## src/rtl/ps2_pkg.sv

```systemverilog
// Shared types and constants for the PS/2 host transmit path.
package ps2_pkg;

   typedef enum logic [2:0] {
      StIdle,
      StInhibit,
      StReq,
      StSend,
      StAck,
      StWaitIdle
   } ps2_state_e;

   localparam logic [7:0]  PS2_CMD_SET_LEDS = 8'hED;
   localparam logic [7:0]  PS2_CMD_RESET    = 8'hFF;
   localparam logic [7:0]  PS2_RESP_ACK     = 8'hFA;
   localparam int unsigned PS2_FRAME_EDGES  = 11;

   // Odd parity: the bit that makes the total count of ones in data+parity odd.
   function automatic logic odd_parity(input logic [7:0] b);
      return ~^b;
   endfunction

endpackage

```

## src/rtl/ps2_line_filter.sv

```systemverilog
// Synchronises one raw PS/2 pin and debounces it; emits one-cycle fall/rise strobes
// when the filtered level changes.
module ps2_line_filter #(
   parameter int unsigned FILTER_LEN = 8
) (
   input  logic clk,
   input  logic reset,
   input  logic raw,
   output logic level,
   output logic fall,
   output logic rise
);

   localparam int unsigned CntW = $clog2(FILTER_LEN + 1);

   logic [1:0]      sync_q;
   logic            level_q, level_d;
   logic            fall_q, fall_d;
   logic            rise_q, rise_d;
   logic [CntW-1:0] cnt_q, cnt_d;

   // A new level is accepted only after FILTER_LEN consecutive samples disagree with it.
   always_comb begin
      level_d = level_q;
      cnt_d   = cnt_q;
      fall_d  = 1'b0;
      rise_d  = 1'b0;
      if (sync_q[1] == level_q) begin
         cnt_d = '0;
      end else if (cnt_q == CntW'(FILTER_LEN - 1)) begin
         level_d = sync_q[1];
         cnt_d   = '0;
         fall_d  = ~sync_q[1];
         rise_d  = sync_q[1];
      end else begin
         cnt_d = cnt_q + 1'b1;
      end
   end

   always_ff @(posedge clk) begin
      if (!reset) begin
         sync_q  <= 2'b11;
         level_q <= 1'b1;
         fall_q  <= 1'b0;
         rise_q  <= 1'b0;
         cnt_q   <= '0;
      end else begin
         sync_q  <= {sync_q[0], raw};
         level_q <= level_d;
         fall_q  <= fall_d;
         rise_q  <= rise_d;
         cnt_q   <= cnt_d;
      end
   end

   assign level = level_q;
   assign fall  = fall_q;
   assign rise  = rise_q;

endmodule

```

## src/rtl/ps2_host_tx.sv

```systemverilog
// PS/2 host-to-device transmitter: issues the host request sequence and clocks one
// command byte out to the device, reporting ack/timeout status with a done pulse.
module ps2_host_tx
   import ps2_pkg::*;
#(
   parameter int unsigned INHIBIT_CYCLES = 10000,
   parameter int unsigned TIMEOUT_CYCLES = 1500000,
   parameter int unsigned FILTER_LEN     = 8
) (
   input  logic       clk,
   input  logic       reset,
   input  logic       tx_valid,
   input  logic [7:0] tx_data,
   output logic       tx_ready,
   input  logic       ps2_clk_i,
   input  logic       ps2_data_i,
   output logic       clk_oe,
   output logic       data_oe,
   output logic       rx_inhibit,
   output logic       done,
   output logic       ack_err,
   output logic       timeout_err
);

   localparam int unsigned InhW = $clog2(INHIBIT_CYCLES + 1);
   localparam int unsigned TmoW = $clog2(TIMEOUT_CYCLES + 1);
   localparam logic [3:0]  StopEdge = 4'(PS2_FRAME_EDGES - 1);

   logic clk_level, clk_fall, clk_rise;
   logic data_level, data_fall, data_rise;

   ps2_line_filter #(
      .FILTER_LEN(FILTER_LEN)
   ) u_clk_filter (
      .clk  (clk),
      .reset(reset),
      .raw  (ps2_clk_i),
      .level(clk_level),
      .fall (clk_fall),
      .rise (clk_rise)
   );

   ps2_line_filter #(
      .FILTER_LEN(FILTER_LEN)
   ) u_data_filter (
      .clk  (clk),
      .reset(reset),
      .raw  (ps2_data_i),
      .level(data_level),
      .fall (data_fall),
      .rise (data_rise)
   );

   logic unused_strobes;
   assign unused_strobes = ^{clk_rise, data_fall, data_rise};

   ps2_state_e      state_q, state_d;
   logic [8:0]      shift_q, shift_d;
   logic [3:0]      edge_cnt_q, edge_cnt_d;
   logic [InhW-1:0] inh_cnt_q, inh_cnt_d;
   logic [TmoW-1:0] tmo_cnt_q, tmo_cnt_d;
   logic            clk_oe_q, clk_oe_d;
   logic            data_oe_q, data_oe_d;
   logic            rx_inhibit_q, rx_inhibit_d;
   logic            done_q, done_d;
   logic            ack_err_q, ack_err_d;
   logic            timeout_err_q, timeout_err_d;
   logic            tx_ready_q, tx_ready_d;
   logic            tmo_expired;

   assign tmo_expired = (tmo_cnt_q == TmoW'(TIMEOUT_CYCLES - 1));

   always_comb begin
      state_d       = state_q;
      shift_d       = shift_q;
      edge_cnt_d    = edge_cnt_q;
      inh_cnt_d     = inh_cnt_q;
      tmo_cnt_d     = tmo_cnt_q;
      clk_oe_d      = clk_oe_q;
      data_oe_d     = data_oe_q;
      rx_inhibit_d  = rx_inhibit_q;
      ack_err_d     = ack_err_q;
      timeout_err_d = timeout_err_q;
      done_d        = 1'b0;
      tx_ready_d    = 1'b0;

      unique case (state_q)
         StIdle: begin
            tx_ready_d = 1'b1;
            if (tx_valid && tx_ready_q) begin
               shift_d       = {odd_parity(tx_data), tx_data};
               rx_inhibit_d  = 1'b1;
               clk_oe_d      = 1'b1;
               data_oe_d     = 1'b0;
               ack_err_d     = 1'b0;
               timeout_err_d = 1'b0;
               inh_cnt_d     = '0;
               tx_ready_d    = 1'b0;
               state_d       = StInhibit;
            end
         end

         StInhibit: begin
            inh_cnt_d = inh_cnt_q + 1'b1;
            // Start bit goes low during the final cycle that the clock is still held.
            if (32'(inh_cnt_q) + 32'd2 >= INHIBIT_CYCLES) begin
               data_oe_d = 1'b1;
            end
            if (inh_cnt_q == InhW'(INHIBIT_CYCLES - 1)) begin
               clk_oe_d   = 1'b0;
               tmo_cnt_d  = '0;
               edge_cnt_d = '0;
               state_d    = StReq;
            end
         end

         StReq, StSend, StAck: begin
            tmo_cnt_d = tmo_cnt_q + 1'b1;
            if (clk_fall) begin
               edge_cnt_d = edge_cnt_q + 1'b1;
               if (state_q == StAck) begin
                  ack_err_d = data_level;
                  state_d   = StWaitIdle;
               end else if (edge_cnt_q == StopEdge - 4'd1) begin
                  data_oe_d = 1'b0;
                  state_d   = StAck;
               end else begin
                  data_oe_d = ~shift_q[0];
                  shift_d   = {1'b0, shift_q[8:1]};
                  state_d   = StSend;
               end
            end else if (tmo_expired) begin
               clk_oe_d      = 1'b0;
               data_oe_d     = 1'b0;
               done_d        = 1'b1;
               timeout_err_d = 1'b1;
               ack_err_d     = 1'b0;
               rx_inhibit_d  = 1'b0;
               state_d       = StIdle;
            end
         end

         StWaitIdle: begin
            if (clk_level && data_level) begin
               done_d       = 1'b1;
               rx_inhibit_d = 1'b0;
               state_d      = StIdle;
            end
         end

         default: state_d = StIdle;
      endcase
   end

   always_ff @(posedge clk) begin
      if (!reset) begin
         state_q       <= StIdle;
         shift_q       <= '0;
         edge_cnt_q    <= '0;
         inh_cnt_q     <= '0;
         tmo_cnt_q     <= '0;
         clk_oe_q      <= 1'b0;
         data_oe_q     <= 1'b0;
         rx_inhibit_q  <= 1'b0;
         done_q        <= 1'b0;
         ack_err_q     <= 1'b0;
         timeout_err_q <= 1'b0;
         tx_ready_q    <= 1'b0;
      end else begin
         state_q       <= state_d;
         shift_q       <= shift_d;
         edge_cnt_q    <= edge_cnt_d;
         inh_cnt_q     <= inh_cnt_d;
         tmo_cnt_q     <= tmo_cnt_d;
         clk_oe_q      <= clk_oe_d;
         data_oe_q     <= data_oe_d;
         rx_inhibit_q  <= rx_inhibit_d;
         done_q        <= done_d;
         ack_err_q     <= ack_err_d;
         timeout_err_q <= timeout_err_d;
         tx_ready_q    <= tx_ready_d;
      end
   end

   assign tx_ready    = tx_ready_q;
   assign clk_oe      = clk_oe_q;
   assign data_oe     = data_oe_q;
   assign rx_inhibit  = rx_inhibit_q;
   assign done        = done_q;
   assign ack_err     = ack_err_q;
   assign timeout_err = timeout_err_q;

endmodule

```

## config.mk

```make
export PLATFORM = sky130hd
export DESIGN_NAME = ps2_host_tx
export DESIGN_NICKNAME = d
export VERILOG_FILES = /design/src/rtl/ps2_pkg.sv /design/src/rtl/ps2_line_filter.sv /design/src/rtl/ps2_host_tx.sv
export SDC_FILE = /design/constraint.sdc
export NUM_CORES = 1
export LEC_CHECK = 0
export BUFFER_PORTS_ARGS = -buffer_cell sky130_fd_sc_hd__buf_2
export CORE_UTILIZATION = 45
export CTS_CLUSTER_DIAMETER = 200
export CTS_CLUSTER_SIZE = 14
export DETAILED_ROUTE_END_ITERATION = 10
export GPL_ROUTABILITY_DRIVEN = 0
export SYNTH_ARGS = -nofsm -noshare
export SYNTH_HDL_FRONTEND = slang
export SYNTH_SLANG_ARGS = --single-unit
```

## constraint.sdc

```tcl
create_clock -name clk -period 1.6 [get_ports clk]
set_input_delay 0.16 -clock clk [delete_from_list [all_inputs] [get_ports clk]]
set_output_delay 0.16 -clock clk [all_outputs]
set_load 0.1 [all_outputs]
```

==> metrics.csv, run 1 <==
metric;value;unit
Warnings, synthesis;0;
initial antenna violation count;0;
Setup violations, final;37;
Worst-Margin Slew;0.683;ns
Internal;0.00375;W
# clock sinks;73;
hold_sp;tx_data[2];
number of flops mapped to enable cells by yosys;0;
Synth Instances;440;
# placed instances;635;
clock skew;0.0130;ns
CTS max path bufs;2;
Net Count, Synth;461;
antenna cells;0;
routed via count;3573;
Combinational Power Share;0.363;
critical path type;flop to flop;
core area;7850;sq um
VDD IR max;0.681;mV
Area Overhead vs Synth;50.6;%
critical path arrival;2.07;ns
Hold Path Class;input port to flop;
Max Freq;545;MHz
Clock Latency Late Sink;0.35;ns
fin nets;581;
CTS tree;done;
Critical Path RT;1.84;ns
commonest cells after routing, fill and taps aside;83 x buf_4, 55 x dfxtp_1, 48 x nor2_1, 46 x nand2_1, 20 x nand3_1;
Crit Path Max Fanout;3;
CP endpoint kind;flop;
io pins;20;
post-synthesis sequential area ratio;0.395;
Syn Area/Cell;8.41;sq um
WL per Instance;15.1;microns
Final Critical Period;1.83;ns
DRT Pass-1 Iters;4;
pwr dens;1040;nW/um^2
status;complete, but fails checks;
max_cap viols;0;
DRC errors left;0;
Clk pwr share;0.274;
final worst slack;-0.234;ns
DIE AREA;8590;sq um
commonest non-fill, non-tap cell in the layout;buf_4;
Psw;0.00205;W
max incr delay on CP;0.33;ns
#FFs+latches synth;73;
layout cells sized above 1;0.465;
global-route wire length before repair;16200;microns
vias in the first global route;3506;
final std cells w/o fill;667;
CP Cell Sequence;nor4b_2, buf_4, nand4_1, buf_6, o21ai_4, nand3_2, mux2_2, o211a_1;
part of the power in registers;0.363;
Final Max Slew Viols;0;
crit path max-delay cell type;dfxtp_2;
die height;92.7;microns
H-tree depth;3;
final wirelength;10100;microns
CTS Buf Count;9;
Die Wd;92.7;microns
CTS root buffer;clkbuf_8;
sw frac;0.354;
Hold Slack;0.0805;ns
Pleak;2.23;nW
RSZ-0062 raised after global routing;yes;
Slew HR;0.544;
failing checks;negative setup slack;
drt first-iter violations;117;
worst reg2reg path startpoint;tmo_cnt_q[11];
Final Hold Fails;0;
Site Rows;32;
HPWL Detailed;6300;microns
DR vias/cell;5.36;
Distinct cells, synth;65;
IO Port Bufs;19;
area of the mapped netlist;3700;sq um
antenna-violating nets left;0;
Startpoint Class;flop;
Synth Flop Type;dfxtp_1;
grt ovf;0;
ys async rst share;0;
Tcrit/Tclk final;1.15;
starting density of the core;0.472;
Critical Path Start;tmo_cnt_q[11];
largest net degree at the start of global routing;29;
Overall Global Routing Usage;0.239;
CTS clk-pin slew, worst paths;0.08;ns
## critical path: cells and delay by family, from the launching register on
kind	cells	cell delay, ns
flip-flops	1	0.33
AND/OR/NAND/NOR	3	0.49
AO/OA/AOI/OAI	2	0.28
multiplexers	1	0.28
buffers and inverters	2	0.34
## final cells by class
class                           count  area, sq um
Timing Repair Buffer              125          992
Sequential cell                    73         1490
Multi-Input combinational cell    341         2720
Clock inverter                      5         78.8
Fill cell                         620         2270
Clock buffer                       11          131
Tap cell                          102          128
Inverter                           10         37.5
## synthesized netlist by cell type (5+ instances only)
cell | number | area [sq um]
dfxtp_1 | 73 | 1460
nor2_1 | 62 | 233
nand2_1 | 50 | 188
nand3_1 | 32 | 160
xnor2_1 | 20 | 175
a21oi_1 | 16 | 80.1
xor2_1 | 16 | 140
nor3_1 | 11 | 55.1
a311oi_1 | 9 | 78.8
and3_1 | 9 | 56.3
clkbuf_1 | 9 | 33.8
inv_1 | 9 | 33.8
o21ai_0 | 9 | 45.0
ha_1 | 8 | 100
a31oi_1 | 7 | 43.8
nand2b_1 | 7 | 43.8
nand4_1 | 6 | 37.5
or3_1 | 6 | 37.5
o21a_1 | 5 | 37.5
## repair_timing
item                       4_1_cts  5_1_grt
pin swaps                       39       33
cloned                           1        0
setup endpoints to repair       51       53
gates resized for setup         72       71
buffers inserted                 8        9
hold endpoints to repair         2        0
hold buffers                     2        0
## power groups by stage
stage	combinational, W	sequential, W	clock (W)
floorplan	0.000876	0.00228	0
finish	0.00211	0.00210	0.00159
global placement	0.00149	0.00211	0
detailed placement	0.00151	0.00212	0
CTS	0.00181	0.00207	0.00161
global route	0.00224	0.00212	0.00169
## state kept, by name, indices dropped and copies added, names as in the netlist, 3 cells and up
register,flops
edge_cnt_q,4
state_q,3
inh_cnt_q,14
tmo_cnt_q,21
u_data_filter.cnt_q,4
u_clk_filter.cnt_q,4
shift_q,9
## path summary, 6_finish.rpt
kind	end	slack [ns]	cells past startpoint
setup reg to reg	data_oe	-0.23	8
setup / recovery	data_oe	-0.23	8
hold / removal	shift_q[2]	0.08	3
hold reg to reg	u_clk_filter.sync_q[1]	0.41	1
## cells by family after synthesis
logic type                 count (synthesis)  synth area share
muxes                                      5            0.0145
xor gates and xnor gates                  36            0.0852
DFF                                       73             0.395
AOI/OAI and AO/OA                         68             0.124
adders and majority gates                  8            0.0270
buffers and inverters                     27            0.0328
and+or+nand+nor                          223             0.322
## per-stage QoR
step	power (W)	utilization	setup slack [ns]	TNS, ns	area (sq um)
after floorplan	0.00316	-	-0.122	-1.47	3780
after global placement	0.00360	0.587	-0.325	-7.76	4610
after detailed placement	0.00363	0.587	-0.409	-9.41	4610
after CTS	0.00549	0.666	-0.216	-3.72	5230
after global routing	0.00605	0.711	-0.328	-8.29	5580
final	0.00580	0.711	-0.234	-4.36	5580
## routing by layer
metal / vias up / track usage / wire, microns
met5: - / 0 / 0
met4: 0 / 0.0692 / 183
met3: 16 / 0.0525 / 338
met2: 70 / 0.425 / 5150
met1: 1694 / 0.289 / 4420
li1: 1793 / - / -
No activity file was read; power rests on OpenSTA's default activity.
==> inputs of run 2 (changes only) <==
- HOLD_SLACK_MARGIN: unset -> 0.05
- SETUP_SLACK_MARGIN: unset -> 0.2
==> run 2 against run 1 <==
The run still ends with negative setup slack left. Flip-flop and latch count unchanged. Global-route usage about the same. Clock-buffer cell count rose by 2. First-iteration DRC count up 40%. Clock skew rose by 0.0012 ns. Setup slack gained 0.018 ns. Final cell count is 1.8% higher. Critical path type unchanged. Critical endpoint is now tmo_cnt_q[13]. Largest cell class unchanged.
==> metrics.csv, run 2 (synthesis results as in run 1) <==
metric;value;unit
hold_sp;tx_data[2];
Tcrit/Tclk final;1.14;
Max Freq;551;MHz
critical path type;flop to flop;
Area Overhead vs Synth;61.8;%
VDD IR max;0.826;mV
crit-path leading delay family;simple AND/OR/NAND/NOR gates;
design area;5990;sq um
pwr dens;1000;nW/um^2
global-route wire length before repair;16300;microns
final worst slack;-0.216;ns
Worst-Margin Slew;0.681;ns
io pins;20;
antenna-violating nets left;0;
Final Critical Period;1.82;ns
drt first-iter violations;164;
routed via count;3726;
CTS clk-pin slew, worst paths;0.08;ns
fin nets;593;
WL per Instance;16.4;microns
Setup violations, final;46;
starting density of the core;0.472;
max_cap viols;0;
commonest non-fill, non-tap cell in the layout;buf_4;
max incr delay on CP;0.44;ns
CP endpoint kind;flop;
CP Cell Sequence;or3b_4, a41o_4, nand3_4, buf_6, nor2_4, xnor2_2, nor2_4;
hold depth;3;
Critical Path Start;state_q[0];
Buf/Inv on CP;1;
CTS root buffer;clkbuf_8;
CTS max path bufs;2;
Total Power;0.00600;W
failing checks;negative setup slack;
commonest cells after routing, fill and taps aside;84 x buf_4, 51 x dfxtp_1, 45 x nand2_1, 38 x nor2_1, 24 x buf_6;
Final Max Slew Viols;0;
reg2reg setup slack;-0.22;ns
antenna cells;0;
Pleak;2.39;nW
largest net degree at the start of global routing;29;
DRT Pass-1 Iters;5;
CTS Buf Count;9;
IO Port Bufs;19;
Critical Path RT;1.85;ns
reg2reg path depth;7;
CTS tree;done;
Site Rows;32;
die height;92.7;microns
cell area after placement;4630;sq um
Die Wd;92.7;microns
Largest register FFs;21;
DR vias/cell;5.49;
Overall Global Routing Usage;0.240;
critical path arrival;2.07;ns
RSZ-0062 raised after global routing;yes;
Final Hold Fails;0;
WP depth;7;
Clock Latency Late Sink;0.37;ns
initial antenna violation count;0;
grt ovf;0;
Slew HR;0.545;
CP dominant cell by count;nor2_4;
worst r2r dst;tmo_cnt_q[13];
core area;7850;sq um
Biggest register;tmo_cnt_q;
DIE AREA;8590;sq um
Startpoint Class;flop;
# clock sinks;73;
HPWL Detailed;6160;microns
worst reg2reg path startpoint;state_q[0];
DRC errors left;0;
H-tree depth;3;
crit path max-delay cell type;or3b_4;
final wirelength;11100;microns
Hold Path Class;input port to flop;
Filler cells;531;
layout cells sized above 1;0.523;
Largest regs;tmo_cnt_q x21, inh_cnt_q x14, shift_q x9;
status;complete, but fails checks;
clock skew;0.0142;ns
Crit Path Max Fanout;6;
WHS Endpoint;shift_q[2];
vias in the first global route;3522;
-- run 2: stage by stage --
stage          cells   util  hold slack (ns)  TNS, ns  worst slack (ns)
6_report         679  0.764           0.0795    -5.01            -0.216
2_1_floorplan    440      -            0.261    -1.14            -0.108
4_1_cts          665  0.708           0.0689    -3.53            -0.193
3_3_place_gp     626  0.590            0.346    -7.12            -0.324
5_1_grt          679  0.764           0.0818    -8.34            -0.282
3_5_place_dp     626  0.590            0.345    -8.37            -0.423
-- run 2: worst max path at each step --
stage	end	slack (ns)
after CTS	data_oe	-0.19
final	tmo_cnt_q[13]	-0.22
after global placement	shift_q[8]	-0.32
after detailed placement	shift_q[3]	-0.42
after floorplan	tmo_cnt_q[8]	-0.11
after global routing	tmo_cnt_q[17]	-0.28
-- run 2: final cells by class --
cell class	instances	area (sq um)	share of cell area
multi-input cells	340	2890	0.482
flip-flops and latches	73	1510	0.251
repair buffers	138	1220	0.203
clock buffers	13	170	0.0284
well taps	102	128	0.0213
clock inverters	3	46.3	0.00773
inverters	10	37.5	0.00626
-- run 2: timing repair --
item / CTS / global route
hold buffers: 2 / 0
endpoints found under the setup margin: 56 / 57
gates resized for setup: 102 / 72
endpoints found under the hold margin: 2 / 0
gates cloned: 3 / 0
pin swaps: 56 / 29
buffers inserted: 18 / 14
-- run 2: worst min-delay path, delay by kind of cell --
kind                   cells  cell delay (ns)
buffers and inverters      1             0.11
AO/OA/AOI/OAI              1             0.07
AND/OR/NAND/NOR            1             0.05
-- run 2: metal layers --
metal  GRT usage  vias to the layer above  part of all wire
li1            -                     1820                 -
met1       0.300                     1801              0.42
met2       0.407                       81              0.52
met3      0.0394                       24             0.030
met4       0.103                        0             0.023
met5           0                        -                 0
-- run 2: report_power, final --
group / internal, W / switching (W)
Clock: 0.000862 / 0.000723
Combinational: 0.00105 / 0.00124
Sequential: 0.00198 / 0.000141
Total: 0.00390 / 0.00211
==> inputs of run 3 (changes only) <==
- CTS_BUF_LIST: unset -> sky130_fd_sc_hd__clkbuf_4 sky130_fd_sc_hd__clkbuf_8
==> run 3 against run 2 <==
The flow still finishes with violations (negative setup slack). Cell area down 0.25%. Total power up 3.1%. Routed wire length up 2.9%. Sequential power about the same. Global-route usage up 0.51 points. Clock-buffer cell count down 1. Non-clock buffer count down 4. Die area unchanged. First-iteration DRC count down 13%. Clock power up 4%. Flip-flop and latch count unchanged. Via count up 1.3%. Largest cell class unchanged.
==> metrics.csv, run 3 (synthesis results as in run 1) <==
metric;value;unit
starting density of the core;0.472;
vias in the first global route;3577;
Setup violations, final;47;
Slew HR;0.551;
final worst slack;-0.291;ns
Hold Slack;0.0868;ns
Buf/Inv on CP;1;
DRC errors left;0;
Combinational Power Share;0.390;
fin nets;589;
antenna cells;0;
# clock sinks;73;
Clk pwr share;0.267;
largest net degree at the start of global routing;29;
VDD IR max;0.841;mV
crit-path leading delay family;simple AND/OR/NAND/NOR gates;
Die Wd;92.7;microns
drt first-iter violations;142;
max incr delay on CP;0.34;ns
Overall Global Routing Usage;0.245;
register area;1500;sq um
sw frac;0.347;
DRT Pass-1 Iters;5;
CTS max path bufs;2;
failing checks;negative setup slack;
Pleak;2.38;nW
layout cells sized above 1;0.525;
CTS root buffer;clkbuf_8;
CTS tree;done;
critical path type;flop to flop;
pwr dens;1040;nW/um^2
routed via count;3773;
CTS Buf Count;9;
Final Hold Fails;0;
max_cap viols;0;
antenna-violating nets left;0;
initial antenna violation count;0;
Site Rows;32;
Largest register FFs;21;
Crit Path Max Fanout;3;
DR vias/cell;5.59;
Final Critical Period;1.89;ns
HPWL Detailed;6160;microns
design area;5980;sq um
Clock Latency Late Sink;0.36;ns
CTS clk-pin slew, worst paths;0.08;ns
Finished Core Util;0.762;
Final Max Slew Viols;0;
core area;7850;sq um
CP endpoint kind;flop;
IO Port Bufs;19;
Max Freq;529;MHz
DIE AREA;8590;sq um
Internal;0.00404;W
Psw;0.00215;W
clock skew;0.0106;ns
H-tree depth;3;
grt ovf;0;
Biggest register;tmo_cnt_q;
Worst-Margin Slew;0.673;ns
global-route wire length before repair;16500;microns
RSZ-0062 raised after global routing;yes;
Area Overhead vs Synth;61.4;%
CP Cell Sequence;nor4bb_2, nand4_1, buf_6, o21ai_4, nand3_2, mux2_2, o211a_1;
die height;92.7;microns
crit path max-delay cell type;dfxtp_1;
Filler cells;526;
commonest cells after routing, fill and taps aside;80 x buf_4, 53 x dfxtp_1, 44 x nand2_1, 38 x nor2_1, 25 x buf_6;
total negative slack;-6.91;ns
Startpoint Class;flop;
Largest regs;tmo_cnt_q x21, inh_cnt_q x14, shift_q x9;
Critical Path RT;1.85;ns
WL per Instance;17.0;microns
Tcrit/Tclk final;1.18;
critical path arrival;2.14;ns
cell area after placement;4630;sq um
status;complete, but fails checks;
commonest non-fill, non-tap cell in the layout;buf_4;
area of the multi-input gates;2900;sq um
final wirelength;11400;microns
part of the power in registers;0.343;
Hold Path Class;input port to flop;
io pins;20;
Placement Setup Slack;-0.423;ns
==> run 3: cell types whose count changed in the layout (fill, tap and decap cells not counted), sizes merged <==
| cell | before | now |
|---|---|---|
| clkbuf | 13 | 12 |
| bufinv | 1 | 2 |
| buf | 136 | 132 |
==> run 3: power groups by stage <==
stage	logic, W	clock network [W]	registers (W)
after global routing	0.00254	0.00177	0.00214
final	0.00241	0.00165	0.00212
after detailed placement	0.00153	0	0.00213
after global placement	0.00151	0	0.00213
after floorplan	0.000902	0	0.00230
after CTS	0.00200	0.00170	0.00210
==> run 3: per-stage QoR <==
stage	power [W]	cells
global route	0.00645	675
finish	0.00619	675
CTS	0.00580	666
floorplan	0.00321	440
global placement	0.00364	626
detailed placement	0.00367	626
==> run 3: repair_timing <==
action,4_1_cts,5_1_grt
cloned,3,0
pin swaps,60,35
hold endpoints to repair,2,0
endpoints found under the setup margin,56,57
gates resized for setup,101,77
buffers inserted,19,9
hold buffers,2,0
==> run 3: final cells by class <==
cell class	instances	area share
multi-input cells	340	0.485
flip-flops and latches	73	0.251
repair buffers	134	0.197
clock buffers	12	0.0255
well taps	102	0.0214
clock inverters	4	0.0128
inverters	10	0.00628
==> run 3: worst reg2reg max path: stages (launching register included) <==
cell and delay (ns):
dfxtp_1 0.34, nor4bb_2 0.31, nand4_1 0.22, buf_6 0.20, o21ai_4 0.20, nand3_2 0.10
mux2_2 0.29, o211a_1 0.13
==> run 3: per-layer routing <==
layer / routed length (microns) / vias to the layer above / part of all wire / GRT usage
met5: 0 / - / 0 / 0
met4: 322 / 0 / 0.028 / 0.108
met3: 395 / 32 / 0.035 / 0.0378
met2: 5960 / 100 / 0.52 / 0.420
met1: 4770 / 1827 / 0.42 / 0.303
li1: - / 1814 / - / -
==> run 3: final timing paths <==
kind	start	cells past startpoint	slack [ns]	endpoint
worst min register to register	u_clk_filter.sync_q[0]	1	0.42	u_clk_filter.sync_q[1]
worst max-delay path	tmo_cnt_q[20]	7	-0.29	data_oe
worst min-delay path	tx_data[2]	3	0.09	shift_q[2]
worst max register to register	tmo_cnt_q[20]	7	-0.29	data_oe
